**src/rtl/mips_pkg.sv**
```systemverilog
// Shared constants and types for the instruction-memory arbiter.
//   IMEM_WORDS  : default instruction-memory depth in 32-bit words
//   arb_state_e : arbiter FSM state encoding
//   PORT_FETCH / PORT_LOADER : requester indices (fetch = 0, loader/debug = 1)
package mips_pkg;

  localparam int unsigned IMEM_WORDS = 32'd396;

  typedef enum logic [1:0] {
    ST_IDLE = 2'd0,
    ST_READ = 2'd1,
    ST_RESP = 2'd2
  } arb_state_e;

  localparam logic PORT_FETCH  = 1'b0;
  localparam logic PORT_LOADER = 1'b1;

endpackage

```
**src/rtl/imem_arbiter_if.sv**
```systemverilog
// Request/response and memory-side bundle of the instruction-memory arbiter.
//   Req0/Req1, Addr0/Addr1       : read requests and byte addresses per port
//   Gnt0/Gnt1                    : single-cycle accept pulses
//   RespValid*/RespReady*        : per-port response handshake
//   RespData/RespErr             : shared response word and error flag
//   MemAddress/MemInstruction    : combinational external memory port
// slave  = arbiter side, master = requesters plus memory side.
interface imem_arbiter_if #(
  parameter int unsigned ADDR_W = 32'd32
);
  logic              Req0;
  logic              Req1;
  logic [ADDR_W-1:0] Addr0;
  logic [ADDR_W-1:0] Addr1;
  logic              Gnt0;
  logic              Gnt1;
  logic              RespValid0;
  logic              RespValid1;
  logic              RespReady0;
  logic              RespReady1;
  logic [31:0]       RespData;
  logic              RespErr;
  logic [ADDR_W-1:0] MemAddress;
  logic [31:0]       MemInstruction;

  modport slave (
    input  Req0, Req1, Addr0, Addr1, RespReady0, RespReady1, MemInstruction,
    output Gnt0, Gnt1, RespValid0, RespValid1, RespData, RespErr, MemAddress
  );

  modport master (
    output Req0, Req1, Addr0, Addr1, RespReady0, RespReady1, MemInstruction,
    input  Gnt0, Gnt1, RespValid0, RespValid1, RespData, RespErr, MemAddress
  );

endinterface

```
**src/rtl/rr_arb2.sv**
```systemverilog
// Two-requester round-robin selector with a last-grant pointer.
//   i_clk, i_rst_n : clock, asynchronous active-low reset
//   i_req[1:0]     : request vector (bit 0 = fetch, bit 1 = loader)
//   i_en           : grant permitted this cycle
//   o_gnt[1:0]     : one-hot grant vector (combinational)
//   o_gnt_idx      : index of the granted port
module rr_arb2
  import mips_pkg::*;
(
  input  logic       i_clk,
  input  logic       i_rst_n,
  input  logic [1:0] i_req,
  input  logic       i_en,
  output logic [1:0] o_gnt,
  output logic       o_gnt_idx
);

  logic       r_last;
  logic [1:0] w_gnt;
  logic       w_idx;

  // Pick the winner: on a tie the port not granted last wins.
  always_comb begin
    w_gnt = 2'b00;
    w_idx = PORT_FETCH;
    if (!i_en) begin
      w_gnt = 2'b00;
    end else if (i_req == 2'b11) begin
      if (r_last == PORT_LOADER) begin
        w_gnt = 2'b01;
        w_idx = PORT_FETCH;
      end else begin
        w_gnt = 2'b10;
        w_idx = PORT_LOADER;
      end
    end else if (i_req[0]) begin
      w_gnt = 2'b01;
      w_idx = PORT_FETCH;
    end else if (i_req[1]) begin
      w_gnt = 2'b10;
      w_idx = PORT_LOADER;
    end else begin
      w_gnt = 2'b00;
    end
  end

  // Last-grant pointer; reset points at the loader so fetch goes first.
  always_ff @(posedge i_clk or negedge i_rst_n) begin
    if (!i_rst_n) begin
      r_last <= PORT_LOADER;
    end else if (w_gnt != 2'b00) begin
      r_last <= w_idx;
    end else begin
      r_last <= r_last;
    end
  end

  assign o_gnt     = w_gnt;
  assign o_gnt_idx = w_idx;

endmodule

```
**src/rtl/imem_arbiter.sv**
```systemverilog
// Arbitrates two read requesters onto one external combinational
// instruction memory. Grant in cycle N, response valid in cycle N+2;
// a handshake in RESP can hand over directly to the next grant.
//   Clk     : clock (rising edge)
//   Reset_n : asynchronous active-low reset
//   bus     : imem_arbiter_if.slave (requests, grants, responses, memory port)
module imem_arbiter #(
  parameter int unsigned IMEM_WORDS = mips_pkg::IMEM_WORDS,
  parameter int unsigned ADDR_W     = 32'd32
) (
  input logic           Clk,
  input logic           Reset_n,
  imem_arbiter_if.slave bus
);
  import mips_pkg::*;

  localparam logic [ADDR_W-1:0] LP_WORDS = ADDR_W'(IMEM_WORDS);

  arb_state_e        r_state;
  arb_state_e        w_next_state;
  logic              r_port;
  logic [ADDR_W-1:0] r_addr;
  logic              r_err_pend;
  logic [31:0]       r_data;
  logic              r_err;
  logic [1:0]        r_valid;

  logic              w_ready;
  logic              w_grant_ok;
  logic [1:0]        w_gnt;
  logic              w_gnt_idx;
  logic [ADDR_W-1:0] w_sel_addr;
  logic              w_sel_err;

  rr_arb2 u_rr (
    .i_clk     (Clk),
    .i_rst_n   (Reset_n),
    .i_req     ({bus.Req1, bus.Req0}),
    .i_en      (w_grant_ok),
    .o_gnt     (w_gnt),
    .o_gnt_idx (w_gnt_idx)
  );

  // Grant window: IDLE, or RESP when the holder accepts. Reset_n gates the
  // grant so no pulse escapes while reset is held.
  always_comb begin
    w_ready    = (r_port == PORT_FETCH) ? bus.RespReady0 : bus.RespReady1;
    w_grant_ok = 1'b0;
    case (r_state)
      ST_IDLE: w_grant_ok = Reset_n;
      ST_RESP: w_grant_ok = Reset_n & w_ready;
      ST_READ: w_grant_ok = 1'b0;
      default: w_grant_ok = 1'b0;
    endcase
  end

  // Address of the winner and its error classification.
  always_comb begin
    w_sel_addr = (w_gnt_idx == PORT_FETCH) ? bus.Addr0 : bus.Addr1;
    w_sel_err  = 1'b0;
    if (w_sel_addr[1:0] != 2'b00) begin
      w_sel_err = 1'b1;
    end else if ({2'b00, w_sel_addr[ADDR_W-1:2]} >= LP_WORDS) begin
      w_sel_err = 1'b1;
    end else begin
      w_sel_err = 1'b0;
    end
  end

  // Next-state logic.
  always_comb begin
    w_next_state = r_state;
    case (r_state)
      ST_IDLE: begin
        if (w_gnt != 2'b00) begin
          w_next_state = ST_READ;
        end else begin
          w_next_state = ST_IDLE;
        end
      end
      ST_READ: w_next_state = ST_RESP;
      ST_RESP: begin
        if (!w_ready) begin
          w_next_state = ST_RESP;
        end else if (w_gnt != 2'b00) begin
          w_next_state = ST_READ;
        end else begin
          w_next_state = ST_IDLE;
        end
      end
      default: w_next_state = ST_IDLE;
    endcase
  end

  // State register.
  always_ff @(posedge Clk or negedge Reset_n) begin
    if (!Reset_n) begin
      r_state <= ST_IDLE;
    end else begin
      r_state <= w_next_state;
    end
  end

  // Request capture on grant, response capture in READ, release on handshake.
  always_ff @(posedge Clk or negedge Reset_n) begin
    if (!Reset_n) begin
      r_port     <= PORT_FETCH;
      r_addr     <= '0;
      r_err_pend <= 1'b0;
      r_data     <= 32'h0000_0000;
      r_err      <= 1'b0;
      r_valid    <= 2'b00;
    end else begin
      if (w_gnt != 2'b00) begin
        r_port     <= w_gnt_idx;
        r_addr     <= w_sel_addr;
        r_err_pend <= w_sel_err;
      end
      if (r_state == ST_READ) begin
        // Erroneous requests never expose memory contents.
        r_data  <= r_err_pend ? 32'h0000_0000 : bus.MemInstruction;
        r_err   <= r_err_pend;
        r_valid <= (r_port == PORT_LOADER) ? 2'b10 : 2'b01;
      end else if ((r_state == ST_RESP) && w_ready) begin
        r_valid <= 2'b00;
      end else begin
        r_valid <= r_valid;
      end
    end
  end

  assign bus.Gnt0       = w_gnt[0];
  assign bus.Gnt1       = w_gnt[1];
  assign bus.RespValid0 = r_valid[0];
  assign bus.RespValid1 = r_valid[1];
  assign bus.RespData   = r_data;
  assign bus.RespErr    = r_err;
  assign bus.MemAddress = r_addr;

endmodule

```
**src/flat_wrapper.sv**
```systemverilog
// flat-port wrapper written by rule: the top's interface ports become plain ports
module imem_arbiter_flat import mips_pkg::*;
#(
  parameter int unsigned IMEM_WORDS = mips_pkg::IMEM_WORDS,
  parameter int unsigned ADDR_W     = 32'd32
)
  (Clk, Reset_n, bus_Req0, bus_Req1, bus_Addr0, bus_Addr1, bus_RespReady0, bus_RespReady1, bus_MemInstruction, bus_Gnt0, bus_Gnt1, bus_RespValid0, bus_RespValid1, bus_RespData, bus_RespErr, bus_MemAddress);
  imem_arbiter_if #(.ADDR_W(ADDR_W)) bus_i ();
  input logic Clk;
  input logic Reset_n;
  input wire logic [$bits(bus_i.Req0)-1:0] bus_Req0;
  input wire logic [$bits(bus_i.Req1)-1:0] bus_Req1;
  input wire logic [$bits(bus_i.Addr0)-1:0] bus_Addr0;
  input wire logic [$bits(bus_i.Addr1)-1:0] bus_Addr1;
  input wire logic [$bits(bus_i.RespReady0)-1:0] bus_RespReady0;
  input wire logic [$bits(bus_i.RespReady1)-1:0] bus_RespReady1;
  input wire logic [$bits(bus_i.MemInstruction)-1:0] bus_MemInstruction;
  output wire logic [$bits(bus_i.Gnt0)-1:0] bus_Gnt0;
  output wire logic [$bits(bus_i.Gnt1)-1:0] bus_Gnt1;
  output wire logic [$bits(bus_i.RespValid0)-1:0] bus_RespValid0;
  output wire logic [$bits(bus_i.RespValid1)-1:0] bus_RespValid1;
  output wire logic [$bits(bus_i.RespData)-1:0] bus_RespData;
  output wire logic [$bits(bus_i.RespErr)-1:0] bus_RespErr;
  output wire logic [$bits(bus_i.MemAddress)-1:0] bus_MemAddress;
  assign bus_i.Req0 = bus_Req0;
  assign bus_i.Req1 = bus_Req1;
  assign bus_i.Addr0 = bus_Addr0;
  assign bus_i.Addr1 = bus_Addr1;
  assign bus_i.RespReady0 = bus_RespReady0;
  assign bus_i.RespReady1 = bus_RespReady1;
  assign bus_i.MemInstruction = bus_MemInstruction;
  assign bus_Gnt0 = bus_i.Gnt0;
  assign bus_Gnt1 = bus_i.Gnt1;
  assign bus_RespValid0 = bus_i.RespValid0;
  assign bus_RespValid1 = bus_i.RespValid1;
  assign bus_RespData = bus_i.RespData;
  assign bus_RespErr = bus_i.RespErr;
  assign bus_MemAddress = bus_i.MemAddress;
  imem_arbiter #(.IMEM_WORDS(IMEM_WORDS), .ADDR_W(ADDR_W)) u_core (.Clk(Clk), .Reset_n(Reset_n), .bus(bus_i));
endmodule
```
**config.mk**
```make
export PLATFORM = sky130hd
export DESIGN_NAME = imem_arbiter_flat
export DESIGN_NICKNAME = d
export VERILOG_FILES = /design/src/rtl/mips_pkg.sv /design/src/rtl/imem_arbiter_if.sv /design/src/rtl/rr_arb2.sv /design/src/rtl/imem_arbiter.sv /design/src/flat_wrapper.sv
export SDC_FILE = /design/constraint.sdc
export NUM_CORES = 1
export LEC_CHECK = 0
export ABC_AREA = 1
export BUFFER_PORTS_ARGS = -buffer_cell sky130_fd_sc_hd__buf_4
export CAP_MARGIN = 5
export CORE_UTILIZATION = 50
export CTS_BUF_LIST = sky130_fd_sc_hd__clkbuf_4 sky130_fd_sc_hd__clkbuf_8
export DETAILED_ROUTE_END_ITERATION = 8
export PLACE_DENSITY = 0.94
export SYNTH_ARGS = -nofsm -noshare
export SYNTH_HDL_FRONTEND = slang
export SYNTH_SLANG_ARGS = --single-unit
```
**constraint.sdc**
```tcl
create_clock -name Clk -period 2.8 [get_ports Clk]
set_input_delay 0 -clock Clk [delete_from_list [all_inputs] [get_ports Clk]]
set_output_delay 0 -clock Clk [all_outputs]
set_load 0.01 [all_outputs]
```
## Word level (Yosys, flattened, before mapping)

Cells that the tools add are included.

- Order comparisons: 1
- Equal/unequal tests: 3
- Mux-type cells: 22
- Bitwise gates (word level): 1
- Reductions and logical operators: 5

Operator list:

| operator | number |
|---|---|
| $mux W32 | 2 |
| $ge A30 B9 Y1 const B | 1 |
| $mux W2 | 9 |
| $mux W1 | 9 |
| $pmux W2 S3 | 1 |
| $reduce_bool A2 Y1 | 3 |
| $eq A2 B2 Y1 const B | 2 |
| $eq A2 B1 Y1 const B | 1 |
| $logic_not A2 Y1 | 1 |
| $pmux W1 S2 | 1 |
| $and A1 B1 Y1 | 1 |
| $logic_and A1 B1 Y1 | 1 |

- Register bits: 72
- Input bits: 102
- Output and inout bits: 69
- Logic and storage cells: 40

## Longest topological paths before layout

Gate-level depths: netlist (run 1).

- Depth in word-level cells: 8
- Depth in mapped cells: 15
- Mapped depth without buffers: 14

## Hierarchy

From an unflattened synthesis (run 1), not the netlist that was laid out.

- Cells, all modules: 347
- Area, all modules: 3158.0 µm²

Modules (own cells, without submodules):

| module | instances | cells each | area an instance (µm²) | sequential area each (µm²) |
|---|---|---|---|---|
| imem_arbiter | 1 | 335 | 3085.5 | 1776.7 |
| rr_arb2 | 1 | 12 | 72.6 | 26.3 |

## Least setup slack after synthesis (run 1)

OpenSTA, ideal clock, no wires.

- Path kind: flip-flop to flip-flop
- Start: reg u_core.r_port
- End: reg u_core.r_err_pend
- Setup time: 113 ps
- Arrival: 1400 ps
- Slack: 1287 ps
- Stages on the path, launching flop included: 13
- Path buffers: 1
- Period minus slack after synthesis: 1513 ps
- Cell sequence: dfrtp_1 inv_2 nand2_2 nand3_2 nand4_4 buf_6 or2_0 o21ai_1 nand3_1 nand2_1 nand3_1 nand2_1 inv_1

- Cells in the longest elaborated chain, start to end: 8

Ends and longest elaborated chain:

| element | line | RTL |
|---|---|---|
| start: declaration | imem_arbiter.sv:21 | `logic r_port;` |
| start signal: assignment | imem_arbiter.sv:115 | `r_port <= w_gnt_idx;` |
| $mux W1 * | imem_arbiter.sv:47 | `w_ready = (r_port == PORT_FETCH) ? bus.RespReady0 : bus.RespReady1;` |
| $and A1 B1 Y1 * | imem_arbiter.sv:51 | `ST_RESP: w_grant_ok = Reset_n & w_ready;` |
| $pmux W1 S2 * | imem_arbiter.sv:49 | `case (r_state)` |
| $mux W1 | rr_arb2.sv:26 | `if (!i_en) begin` |
| $mux W32 | imem_arbiter.sv:59 | `w_sel_addr = (w_gnt_idx == PORT_FETCH) ? bus.Addr0 : bus.Addr1;` |
| $ge A30 B9 Y1 | imem_arbiter.sv:63 | `end else if ({2'b00, w_sel_addr[ADDR_W-1:2]} >= LP_WORDS) begin` |
| $mux W1 | imem_arbiter.sv:63 |  |
| $mux W1 | imem_arbiter.sv:61 | `if (w_sel_addr[1:0] != 2'b00) begin` |
| end signal: assignment | imem_arbiter.sv:117 | `r_err_pend <= w_sel_err;` |
| end: declaration | imem_arbiter.sv:23 | `logic r_err_pend;` |

Every way passes the cells marked *; elsewhere a longest branch is shown, timed or not.
A chain may end at the register's enable or synchronous reset.

## Worst setup path after layout (run 1)

- Start: reg u_core.u_rr.r_last
- End: reg u_core.r_addr[2], in the netlist u_core.bus.MemAddress[2]

- Cells in the longest elaborated chain, start to end: 4

Ends and longest elaborated chain:

| element | line | RTL |
|---|---|---|
| start: declaration | rr_arb2.sv:18 | `logic r_last;` |
| start signal: assignment | rr_arb2.sv:52 | `r_last <= w_idx;` |
| start signal: assignment | rr_arb2.sv:54 | `r_last <= r_last;` |
| $mux W1 / $mux W2 (equally long branches) | rr_arb2.sv:29 | `if (r_last == PORT_LOADER) begin` |
| $mux W1 / $mux W2 (equally long branches) | rr_arb2.sv:28 | `end else if (i_req == 2'b11) begin` |
| $mux W1 / $mux W2 (equally long branches) | rr_arb2.sv:26 |  |
| $mux W32 / $reduce_bool A2 Y1 (equally long branches) | imem_arbiter.sv:59, imem_arbiter.sv:114 |  |
| end signal: assignment | imem_arbiter.sv:116 | `r_addr <= w_sel_addr;` |
| end: declaration | imem_arbiter.sv:22 | `logic [ADDR_W-1:0] r_addr;` |

Parallel ways exist; a longest one is shown, timed or not.

==> results of run 1 <==
-- kinds of logic (layout without fill, tap and decap cells) --
| kind of cell | after synthesis | after routing | synth area share, % |
|---|---|---|---|
| other | 0 | 1 | 0 |
| DFF | 72 | 72 | 54.9 |
| and+or+nand+nor | 163 | 163 | 21.2 |
| AOI/OAI and AO/OA | 76 | 76 | 16.1 |
| buffers and inverters | 53 | 283 | 7.88 |
-- cells in the final DEF, fill, tap and decap left out --
cell type      netlist  layout
a21oi_4              1       1
a22o_1              32      32
a31oi_1             13      13
buf_4                2     174
bufinv_16            0       4
clkbuf_8             0      10
clkinv_2             0       2
dfrtp_1             71      71
dfstp_2              1       1
diode_2              0       1
dlygate4sd3_1        0      61
inv_1               26      26
inv_2                5       5
inv_4                1       1
nand2_1            106     106
nand2_2              1       1
nand3_1             14      14
nand3_2              1       1
nand3b_1             4       4
nand4_4              1       1
nor2_1              30      29
nor2_2               1       2
nor2_4               2       2
o21ai_0             23      23
o21ai_1              7       7
or2_0                2       2
or2_1                1       1
-- final cells by class --
cell class	instances	area [um2]	share of cell area, %
antenna	1	2.50	0.0460
tap	77	96.3	1.77
timing repair buffer	235	1920	35.3
sequential	72	1800	33.2
clock inverter	6	130	2.39
clock buffer	10	138	2.53
inverter	32	123	2.26
multi-input combinational	239	1230	22.6
-- per-stage QoR --
step	instances	power (mW)	hold slack, ps	utilization [%]
2_1_floorplan	364	2.21	-296	-
3_3_place_gp	594	2.77	-11.4	71.7
3_5_place_dp	594	2.85	-13.6	71.7
4_1_cts	671	4.00	4.66	85.6
5_1_grt	672	4.26	51.8	85.6
6_report	672	4.05	11.4	85.6
-- power breakdown --
group	internal (mW)	leakage (nW)	switching, mW
Clock	0.704	0.136	0.396
Sequential	1.31	0.915	0.194
Combinational	0.657	1.83	0.790
Total	2.67	2.88	1.38
-- routing by layer --
layer	wire, um	vias up	share of wire, %
met2	5710	211	50
met5	0	-	0
li1	-	1645	-
met3	838	53	7.4
met1	4250	1730	37
met4	568	0	5.0
-- worst reg2reg max path, cell delays in order, from the launching register on --
cell and delay (ps):
dfstp_2 390, a21oi_4 320, nand4_4 540, inv_4 400, nor2_4 80, inv_2 340, nor2_1 90, a31oi_1 200
-- how the worst min path moves through the flow --
stage,endpoint,from
finish,u_core.bus.MemAddress[30],bus_Addr1[30]
global route,u_core.bus.MemAddress[30],bus_Addr1[30]
CTS,u_core.bus.MemAddress[30],bus_Addr1[30]
detailed placement,u_core.r_state[1],Reset_n
global placement,u_core.bus.RespData[7],Reset_n
floorplan,u_core.bus.MemAddress[0],Reset_n
-- flip-flops by register name (all words and copies together), names as in the netlist --
register and count:
u_core.bus.MemAddress 32, u_core.bus.RespData 32, u_core.r_state 2, u_core.r_valid 2, u_core.bus.RespErr 1, u_core.r_err_pend 1, u_core.r_port 1, u_core.u_rr.r_last 1
==> impl_metrics.toml, run 1 <==
[status]
status = "finished clean"

[routing]
vias_per_cell = 5.42
totalWireLength_mm = 11.4
first_iter_violations = 198
postRouteAntennaNets = 0
drc_errors = 0
first_pass_iters = 4
vias = 3639
wire_per_inst_um = 16.9

[timing]
fin_setup_tns_ps = 0
fmax_mhz = 409
finalCriticalPeriod_ps = 2450
min_period_over_period_pct = 87.3
skew_ps = 11.4
tightestPinTransition_ps = 589
final_hold_viol_count = 0
maxSlewViolCount = 0
finalWorstSetupSlack_ps = 354
setup_viol = 0
grt_setup_unrepaired = "false"
maxSlewHeadroom_pct = 60.7

[cts]
post_cts_resize_count = 0
clk_path_buf_depth = 2
cts_tree = "done"
insertion_delay_ps = 350
cts_setup_buffers = 0
clk_pin_slew_worst_paths_ps = 80
ctsHtreeMaxLevel = 3
hold_buffers = 61
cts_buffers = 9
clkSinkCount = 72
cts_root_buf = "clkbuf_8"

[yosys]
netlist_top_cells_count = "nand2_1 (106), dfrtp_1 (71), a22o_1 (32)"
syn_inst = 364
postSynthRegisterBits = 72
avgSynthCellArea_um2 = 9.03
synthFlopType = "dfrtp_1"
synth_area_um2 = 3290
synth_top_cells_by_area = "dfrtp_1 (54%), nand2_1 (12%), a22o_1 (8.5%)"
synth_top_area_share_pct = 54.1
synth-edff-count = 0
yosys_warnings = 0
yosys.area.top_type = "dfrtp_1"
synth_nets = 466
seq_area_frac_synth_pct = 54.9
postSynth.asyncResetShare_pct = 100
synth.most_common_cell = "nand2_1"
ys_types = 25

[setup_path]
rrSetupSlack_ps = 350
worstSetupPathType = "reg2reg"
critPathArrivalTime_ps = 2700
end_kind = "register"
crit_chain = "a21oi_4 -> nand4_4 -> inv_4 -> nor2_4 -> inv_2 -> nor2_1 -> a31oi_1"
cp.depth = 7
worst-path-buf-inv = 2
crit_required_ps = 3060
r2r-end = "u_core.bus.MemAddress[2]"
endpoint = "u_core.bus.MemAddress[2]"
start_kind = "register"
startpoint = "u_core.u_rr.r_last"
cp_top_family = "buffers and inverters"
r2r_start = "u_core.u_rr.r_last"
cp_max_fo = 41
critPathSlowestCell = "nand4_4"
reg2regPathDepth = 7
max_stage_delay_ps = 540

[placed_design]
pre_cts_ws_ps = 415
hpwlAfterDp_mm = 6.58
postPlaceCellArea_um2 = 4550
portBuffers = 170
gp_congestion = 0.791

[floorplan]
fp.dieArea_um2 = 6900
chipHeight_um = 83.1
start_util_pct = 51.7
pin_count = 171
dieWidth_um = 83.1
rows = 29
core-area_um2 = 6350

[global_route]
use_met1_pct = 38.3
grt_overflow = 0
grt_antenna_before_repair = 1
grt_pass1_wl_mm = 18.3
grt_start_max_net_pins = 42
gr-usage-met2_pct = 59.2
grt_pass1_vias = 3647
groute.usage.overall_pct = 34.5
use_met3_pct = 8.65
top_usage_layer = "met2"

[cells_and_area]
nets = 691
syn2layout_area_growth_pct = 65.4
drive_gt1_share_pct = 34.5
n_fill_cell = 359
design_area_um2 = 5440

[pwr]
ir_drop_mv = 0.479
power_density_nw_per_um2 = 746
p_leak_nw = 2.88

[worst_hold_path]
hp-class = "in2reg"
min_delay_path_depth = 5

[job]
drv_cap = 0
(Power assumes the default switching activity.)
==> run 2: changes to the inputs <==
- CORE_UTILIZATION: 50 -> 47
- PLACE_DENSITY: 0.94 -> 0.9
- clock period: 2.8 -> 2.65 ns (I/O delays scaled with it)
==> impl_metrics.toml, run 2 (synthesized netlist as in run 1, its figures left out) <==
[status]
status = "finished clean"

[floorplan]
fp.dieArea_um2 = 7330
pin_count = 171
rows = 30
chipHeight_um = 85.6
dieWidth_um = 85.6
start_util_pct = 48.6
core-area_um2 = 6760

[cts]
clk_pin_slew_worst_paths_ps = 70
cts_tree = "done"
cts_buffers = 9
ctsHtreeMaxLevel = 3
clk_path_buf_depth = 2
insertion_delay_ps = 330
clkSinkCount = 72
cts_setup_buffers = 0
cts_root_buf = "clkbuf_8"

[cells_and_area]
n_fill_cell = 409
syn2layout_area_growth_pct = 64.7
drive_gt1_share_pct = 34.6
num_antenna_cells = 0
nets = 693
instances_no_fill = 676
layout_commonest_cell = "buf_4"
final_cell_mix = "buf_4 (175), nand2_1 (106), dfrtp_1 (71)"

[timing]
finalCriticalPeriod_ps = 2360
maxSlewHeadroom_pct = 62.9
final_hold_viol_count = 0
fmax_mhz = 424
grt_setup_unrepaired = "false"
finalWorstSetupSlack_ps = 293
setup_viol = 0
tightestPinTransition_ps = 557
fin_setup_tns_ps = 0
min_period_over_period_pct = 88.9
whs_ps = 20.9
skew_ps = 9.51
maxSlewViolCount = 0

[global_route]
groute.usage.overall_pct = 28.7
grt_antenna_before_repair = 0
grt_start_max_net_pins = 47
grt_overflow = 0
grt_pass1_wl_mm = 16.3
grt_pass1_vias = 3450

[setup_path]
cp_max_fo = 37
start_kind = "register"
critPathArrivalTime_ps = 2580
rrSetupSlack_ps = 290
end_kind = "register"
crit_required_ps = 2870
worstSetupPathType = "reg2reg"

[placed_design]
gp_congestion = 0.835
pre_cts_ws_ps = 304
dp.cells = 598
hpwlAfterDp_mm = 6.42
portBuffers = 170

[pwr]
ir_drop_mv = 0.438
p_leak_nw = 2.86
power_density_nw_per_um2 = 744

[worst_hold_path]
hp-class = "in2reg"

[job]
drv_cap = 0

[routing]
first_pass_iters = 6
vias_per_cell = 5.10
first_iter_violations = 183
totalWireLength_mm = 10.3
postRouteAntennaNets = 0
drc_errors = 0
vias = 3445
wire_per_inst_um = 15.3
==> run 2: cell type report <==
cell class / count / area, um2 / area share [%]
repair buffers: 237 / 1930 / 35.8
flip-flops and latches: 72 / 1800 / 33.3
multi-input cells: 239 / 1230 / 22.7
clock buffers: 10 / 131 / 2.43
inverters: 32 / 123 / 2.27
well taps: 80 / 100 / 1.85
clock inverters: 6 / 92.6 / 1.71
==> run 2: stage by stage <==
stage / utilization (%) / instance area (um2) / total power, mW
after floorplan: - / 3290 / 2.34
after detailed placement: 67.6 / 4570 / 3.00
after global placement: 67.6 / 4570 / 2.94
final: 80.1 / 5410 / 4.02
after CTS: 80.1 / 5410 / 4.03
after global routing: 80.1 / 5410 / 4.26
==> run 2: final timing paths <==
kind                                                 from                   endpoint  cells after the start
min in group asynchronous                         Reset_n  u_core.bus.MemAddress[11]                      2
worst min-delay path                         bus_Addr0[6]   u_core.bus.MemAddress[6]                      3
worst max register to register         u_core.u_rr.r_last          u_core.r_err_pend                     11
worst min register to register  u_core.bus.MemAddress[21]  u_core.bus.MemAddress[21]                      2
worst max-delay path                   u_core.u_rr.r_last          u_core.r_err_pend                     11
max in group asynchronous                         Reset_n          u_core.r_valid[1]                      3
==> run 2: repair_timing <==
| action | CTS | global route |
|---|---|---|
| endpoints found under the setup margin | 0 | 0 |
| gates resized for setup | 0 | 0 |
| endpoints found under the hold margin | 74 | 0 |
| hold buffers | 62 | 0 |
==> run 2: per-layer routing <==
layer | share of wire, % | routed length (um) | vias up | global-route usage [%]
met4 | 2.0 | 205 | 0 | 10.3
li1 | - | - | 1650 | -
met3 | 6.5 | 668 | 20 | 5.77
met2 | 51 | 5290 | 157 | 51.2
met5 | 0 | 0 | - | 0
met1 | 40 | 4180 | 1618 | 34.5
==> run 2: where the power goes <==
part / switching [mW] / internal, mW / total, mW
clock network: 0.403 / 0.546 / 0.949
logic: 0.808 / 0.698 / 1.51
registers: 0.181 / 1.39 / 1.57
==> run 2: worst max-delay path, stage by stage (launching register included) <==
cell and delay [ps]:
dfstp_2 390, a21oi_4 320, nand4_4 450, inv_4 350, nor2_4 70, buf_4 230, nor2_2 130, nand2_1 50
nor2_1 80, nand3_1 80, nand2_1 60, inv_1 40
==> run 3: changes to the inputs <==
- CORE_UTILIZATION: 47 -> 45
- CTS_CLUSTER_DIAMETER: default -> 80
- GPL_TIMING_DRIVEN: default -> 0
- PLACE_DENSITY: 0.9 -> 0.87
==> impl_metrics.toml, run 3 (synthesized netlist as in run 1, its figures left out) <==
[routing]
vias_per_cell = 5.19
drc_errors = 0
totalWireLength_mm = 11.9
first_iter_violations = 165
wire_per_inst_um = 16.7
first_pass_iters = 5
postRouteAntennaNets = 0
vias = 3694

[pwr]
ir_drop_mv = 0.471
power_density_nw_per_um2 = 778
p_leak_nw = 2.95
fin_total_pwr_mw = 4.35

[cts]
cts_root_buf = "clkbuf_8"
cts_tree = "done"
clkSinkCount = 72
cts_setup_buffers = 0
insertion_delay_ps = 340
clk_path_buf_depth = 2
ctsHtreeMaxLevel = 3
cts_buffers = 9
clk_pin_slew_worst_paths_ps = 90

[global_route]
grt_pass1_vias = 3648
grt_start_max_net_pins = 76
grt_pass1_wl_mm = 17.8
grt_overflow = 0
grt_antenna_before_repair = 1
groute.usage.overall_pct = 31.2

[setup_path]
worstSetupPathType = "in2reg"
critPathSlowestCell = "dlygate4sd3_1"
cp_max_fo = 75
max_stage_delay_ps = 580
reg2regPathDepth = 12
crit_required_ps = 2880
end_kind = "register"
start_kind = "input pin"
critPathArrivalTime_ps = 2570
crit_chain = "dlygate4sd3_1 -> buf_6 -> nand3_1 -> nand2_1 -> nand3_1 -> inv_2 -> nor2_4 -> inv_2 -> buf_2 -> a31oi_1 -> dlygate4sd3_1"

[timing]
maxSlewViolCount = 0
fin_setup_tns_ps = 0
final_hold_viol_count = 0
grt_setup_unrepaired = "false"
min_period_over_period_pct = 88.4
maxSlewHeadroom_pct = 56.3
fmax_mhz = 427
tightestPinTransition_ps = 656
finalCriticalPeriod_ps = 2340
setup_viol = 0
skew_ps = 12.6
whs_ps = 7.82

[status]
status = "finished clean"

[cells_and_area]
syn2layout_area_growth_pct = 70.2
nets = 712
utilization_pct = 81.0
drive_gt1_share_pct = 35.3
layout_commonest_cell = "buf_4"
final_cell_mix = "buf_4 (171), nand2_1 (106), dfrtp_1 (71)"
design_area_um2 = 5590

[placed_design]
postPlaceCellArea_um2 = 4680
portBuffers = 170
hpwlAfterDp_mm = 6.95
gp_congestion = 0.773

[worst_hold_path]
min_delay_path_depth = 5
hp-class = "in2reg"

[floorplan]
start_util_pct = 47.6
fp.dieArea_um2 = 7650
core-area_um2 = 6910
chipHeight_um = 87.5
pin_count = 171
rows = 30
dieWidth_um = 87.5

[job]
drv_cap = 0
## run 3: changes by cell type in the layout (fill, tap and decap cells not counted)
cell / change
diode_2: +1
buf_2: +10
buf_4: -4
buf_6: +6
bufinv_16: +1
clkinvlp_4: -1
nor2_2: -1
clkbuf_1: +4
dlygate4sd3_1: +3
nor2_1: +1
clkbuf_8: +1
clkbuf_4: -1
## run 3: where the power goes
part / internal, mW / leakage, nW / switching [mW]
Clock: 0.656 / 0.123 / 0.441
Sequential: 1.39 / 0.915 / 0.183
Combinational: 0.802 / 1.91 / 0.880
## run 3: final cells by class
class | count | area, um2
clock inverters | 6 | 115
repair buffers | 235 | 1930
diodes | 1 | 2.50
fillers | 419 | 1320
well taps | 96 | 120
clock buffers | 10 | 138
inverters | 32 | 123
multi-input cells | 239 | 1220
flip-flops and latches | 72 | 1800
plain buffers | 21 | 136
## run 3: worst max-delay path: cells and delay by family
kind / cells / cell delay, ps
buffers and inverters: 6 / 2040
and+or+nand+nor: 4 / 400
AOI/OAI and AO/OA: 1 / 110
## run 3: through the flow
stage,worst slack (ps),std cells
after floorplan,1140,364
after global placement,580,630
after detailed placement,530,630
after CTS,136,711
after global routing,42.0,712
final,306,712
## run 3: repair_timing
action,CTS,global route
endpoints found under the setup margin,0,4
endpoints found under the hold margin,121,0
hold buffers,65,0
resized for setup,0,1
## run 3: metal layers
metal / GRT usage (%) / share of wire (%) / vias to the layer above
met5: 0 / 0 / -
met4: 17.6 / 3.7 / 0
met3: 7.77 / 8.6 / 42
met2: 53.1 / 49 / 220
met1: 35.8 / 39 / 1744
li1: - / - / 1688
## run 3: final timing paths
| path | startpoint | to | slack, ps |
|---|---|---|---|
| setup reg to reg | u_core.r_port | u_core.bus.MemAddress[2] | 510 |
| min in group asynchronous | Reset_n | u_core.bus.RespData[21] | 270 |
| hold reg to reg | u_core.bus.MemAddress[1] | u_core.bus.MemAddress[1] | 490 |
| hold / removal | bus_Addr1[30] | u_core.bus.MemAddress[30] | 8 |
| max in group asynchronous | Reset_n | u_core.bus.MemAddress[13] | 1930 |
| setup / recovery | Reset_n | u_core.bus.MemAddress[2] | 310 |
